<file path="src/rtl/instr_mem_loader.sv">
// Streams instruction words into the instruction memory write port from address 0.
// Optional `LOADER_CHECKSUM_EN adds a running XOR checksum output of the accepted words.
module instr_mem_loader #(
    parameter int SIZE  = 32,
    parameter int WIDTH = 20
) (
    input  logic                     clk,
    input  logic                     reset,
    input  logic                     start,
    input  logic [WIDTH-1:0]         in_data,
    input  logic                     in_valid,
    input  logic                     in_last,
    output logic                     in_ready,
    output logic [$clog2(SIZE)-1:0]  mem_addr,
    output logic [WIDTH-1:0]         mem_data,
    output logic                     mem_we,
    output logic                     busy,
    output logic                     done,
    output logic [$clog2(SIZE):0]    count,
    output logic                     full
`ifdef LOADER_CHECKSUM_EN
    ,
    output logic [WIDTH-1:0]         checksum
`endif
);

    localparam int AW = $clog2(SIZE);
    localparam logic [AW:0] LAST_ADDR = (AW + 1)'(SIZE - 1);
    localparam logic [AW:0] ONE       = (AW + 1)'(1);

    typedef enum logic [1:0] {
        IDLE = 2'd0,
        LOAD = 2'd1,
        DONE = 2'd2
    } state_t;

    state_t state;

    // Handshake and status decode from the registered state only.
    assign in_ready = (state == LOAD);
    assign busy     = (state == LOAD);
    assign done     = (state == DONE);

    // count doubles as the write pointer; it is reached only up to SIZE so no wrap.
    always_ff @(posedge clk or negedge reset) begin
        if (!reset) begin
            state    <= IDLE;
            mem_addr <= '0;
            mem_data <= '0;
            mem_we   <= 1'b0;
            count    <= '0;
            full     <= 1'b0;
`ifdef LOADER_CHECKSUM_EN
            checksum <= '0;
`endif
        end else begin
            mem_we <= 1'b0;
            case (state)
                IDLE, DONE: begin
                    if (start) begin
                        state <= LOAD;
                        count <= '0;
                        full  <= 1'b0;
`ifdef LOADER_CHECKSUM_EN
                        checksum <= '0;
`endif
                    end
                end
                LOAD: begin
                    if (in_valid) begin
                        mem_addr <= count[AW-1:0];
                        mem_data <= in_data;
                        mem_we   <= 1'b1;
                        count    <= count + ONE;
`ifdef LOADER_CHECKSUM_EN
                        checksum <= checksum ^ in_data;
`endif
                        if (in_last || count == LAST_ADDR) begin
                            state <= DONE;
                            full  <= ~in_last;
                        end
                    end
                end
                default: state <= IDLE;
            endcase
        end
    end

endmodule

</file>
<file path="config.mk">
export PLATFORM = sky130hd
export DESIGN_NAME = instr_mem_loader
export DESIGN_NICKNAME = d
export VERILOG_FILES = /design/src/rtl/instr_mem_loader.sv
export SDC_FILE = /design/constraint.sdc
export NUM_CORES = 1
export LEC_CHECK = 0
export CORE_MARGIN = 2
export CORE_UTILIZATION = 37
export CTS_CLUSTER_DIAMETER = 200
export DETAILED_ROUTE_END_ITERATION = 6
export GPL_ROUTABILITY_DRIVEN = 0
export PLACE_DENSITY = 0.84
export SYNTH_ARGS = -nofsm -noshare
export SYNTH_HDL_FRONTEND = slang
export SYNTH_SLANG_ARGS = --single-unit
</file>
<file path="constraint.sdc">
create_clock -name clk -period 1.2 [get_ports clk]
set_input_delay 0.24 -clock clk [delete_from_list [all_inputs] [get_ports clk]]
set_output_delay 0.24 -clock clk [all_outputs]
set_load 0.05 [all_outputs]
</file>
==> impl_results.md <==
* Status: complete, but fails checks
* Failing checks: setup timing
* Share of cells above drive strength 1 at 0.4056
* Die width at 65.90 µm
* Yosys cell types at 26
* Antenna-violating nets left at 0
* Final core occ at 0.8001
* Worst Tran Pin Value at 0.4024 ns
* CTS sink count at 35
* Dpl cell area at 2574 µm²
* Hold violation count in the final report at 0
* Seq pwr share at 0.259
* Final period util at 1.212
* Max Slew Vio Count at 0
* Clock share of power at 0.106
* Hold path depth at 2
* Pint at 0.004573 W
* Pwr/cell area at 2828 nW/µm²
* Clk buf depth at 2
* Largest net degree at the start of global routing at 26
* Commonest non-fill, non-tap cell in the layout: nand2_1
* Synth area leaders: dfrtp_1 (62%), nand2_1 (21%), nor2b_1 (1.8%)
* Largest area contributor in the netlist: dfrtp_1
* VDD IR max at 1.585 mV
* Final WS setup at -0.2546 ns
* Initial antenna violation count at 0
* Drc violations at 0
* CTS root buf: clkbuf_8
* Area added between synthesis and finish at 106.6%
* Ports at 61
* Design Area, Final at 2929 µm²
* Vias in the first global route at 1569
* FF-to-FF setup slack at -0.21 ns
* Via-to-Cell Ratio at 4.993
* Core Area at 3661 µm²
* Htree depth at 2
* HP Class: in2reg
* I/O Buffers at 60
* Die area at 4343 µm²
* Iteration-0 DRC Markers at 66
* Layout Skew at 0.02002 ns
* TritonCTS clock tree: done
* RSZ-0062 raised after global routing: yes
* R2R cell count at 7
* Clk pin slew, worst setup/hold paths at 0.07 ns
* CP Launch Type: register
* Starting Density at 0.3872
* Vias at 1483
* Ant. Diodes at 0
* Syn_nets at 179
* Total wire length at 5.110 mm
* Psw at 0.003709 W
* Most frequent cells in the layout: nand2_1 (80), buf_12 (38), dfrtp_1 (29)
* Nets at 274
* Crit path DAT at 1.21 ns
* GRT Overall Usage at 0.2548
* CP Max Fanout at 3
* First-pass GRT wire length at 7.969 mm
* Site Rows at 22
* Final Critical Period at 1.455 ns
* Avg Cell Area, Syn at 9.265 µm²
* Combinational fraction of design power at 0.634
* Crit path kind: reg2out
* LEAKAGE at 1.439 nW
* Top-area cell type share of the netlist area at 0.6178
* Max-cap violations at 0
* Detailed-route wire length per cell at 17.21 µm
* FILL cells at 207
* Slew margin rel. at 0.7317
* Final std cells w/o fill at 297
* First-pass detailed-route iteration total at 4
* Dpl cells at 271
* Worst skew pair latency at 0.31 ns
* Achievable Freq at 0.6875 GHz
* Total gr overflow at 0
* Post-synthesis instance area at 1418 µm²
* Worst path required time at 0.96 ns
* DP Wirelength at 2.897 mm
* Sequential-to-total area share from yosys stat at 0.6178
* Seq cells post-synth at 35
* CTS Buf Count at 5
* Sw frac at 0.4478
* Final setup viols at 44
* Yosys Warn Count at 0
* Die Span Y at 65.90 µm
* Pre-CTS setup slack at -0.4704 ns
* Critical Path End Type: output pin
* Cells after synthesis at 153
==> stage by stage <==
stage / hold slack [ns] / setup TNS (ns) / power, W
final: 0.3424 / -6.057 / 0.008283
after global routing: 0.3636 / -7.730 / 0.008625
after CTS: 0.3968 / -3.549 / 0.008160
after detailed placement: 0.1806 / -12.45 / 0.006889
after global placement: 0.1683 / -11.71 / 0.006764
after floorplan: -0.05559 / -0.5531 / 0.004264
==> synthesized netlist by cell type <==
library cell and number:
ha_1 1, nand2_1 80, buf_4 1, a21oi_1 2, mux2i_1 1, o31ai_1 1
xor2_1 1, o221a_2 1, dfrtp_1 35, nand4b_1 1, buf_2 3, nand4_1 1
nand3_1 3, a211o_1 1, nor3_1 1, or3_1 1, clkbuf_1 3, or4_1 1
o311ai_0 1, inv_1 3, nor2b_1 4, nor2_1 1, o211ai_1 1, nand3b_2 1
o21ai_0 2, nand2b_1 2
==> cell type report <==
| class | count | area, µm² | area share |
|---|---|---|---|
| clock buffers | 5 | 68.82 | 0.02349 |
| repair buffers | 95 | 1297 | 0.4430 |
| multi-input cells | 108 | 584.3 | 0.1995 |
| flip-flops and latches | 35 | 883.3 | 0.3016 |
| inverters | 3 | 15.01 | 0.005126 |
| clock inverters | 3 | 20.02 | 0.006835 |
| well taps | 48 | 60.06 | 0.02050 |
==> registers in the layout (all words and copies together) (netlist names) <==
register,count
count,6
mem_addr,5
mem_we,1
state,2
full,1
mem_data,20
==> layer usage <==
layer  track usage  share of wire  vias up
li1              -              -      677
met3       0.06303          0.058       18
met1        0.2909           0.37      725
met2        0.4419           0.54       63
met5             0              0        -
met4        0.1250          0.033        0
==> worst max-delay path, cell delays in order, from the launching register on <==
cell and delay [ns]:
dfrtp_1 0.41, buf_6 0.14, nor2b_4 0.22, buf_12 0.16
==> repair_timing <==
action | in CTS | in global routing
hold buffers | 1 | 0
hold endpoints to repair | 14 | 0
pin swaps | 5 | 3
endpoints found under the setup margin | 41 | 45
setup buffers | 13 | 4
gates resized for setup | 25 | 9
==> logic make-up after synthesis <==
kind of cell | Yosys count | share of synthesized area
XOR/XNOR | 1 | 0.006179
flip-flops | 35 | 0.6178
buffers and inverters | 10 | 0.03177
AND/OR/NAND/NOR | 96 | 0.2833
multiplexers | 1 | 0.007061
adder cells (fa/ha/maj) | 1 | 0.008825
AO/OA/AOI/OAI | 9 | 0.04502
==> power groups by stage <==
| stage | clock (W) | combinational [W] | sequential [W] |
|---|---|---|---|
| after CTS | 0.000872 | 0.00517 | 0.00212 |
| after global routing | 0.000949 | 0.00547 | 0.00220 |
| after floorplan | 0 | 0.000884 | 0.00338 |
| after detailed placement | 0 | 0.00475 | 0.00214 |
| after global placement | 0 | 0.00467 | 0.00209 |
| final | 0.000880 | 0.00525 | 0.00215 |
==> path summary, 6_finish.rpt <==
path / start / to
max in group asynchronous: reset / count[0]
min in group asynchronous: reset / state[0]
max reg2reg: state[0] / mem_addr[4]
max: state[0] / in_ready
min reg2reg: mem_data[9] / mem_data[9]
min: in_valid / state[0]
No activity file was read; power rests on OpenSTA's default activity.
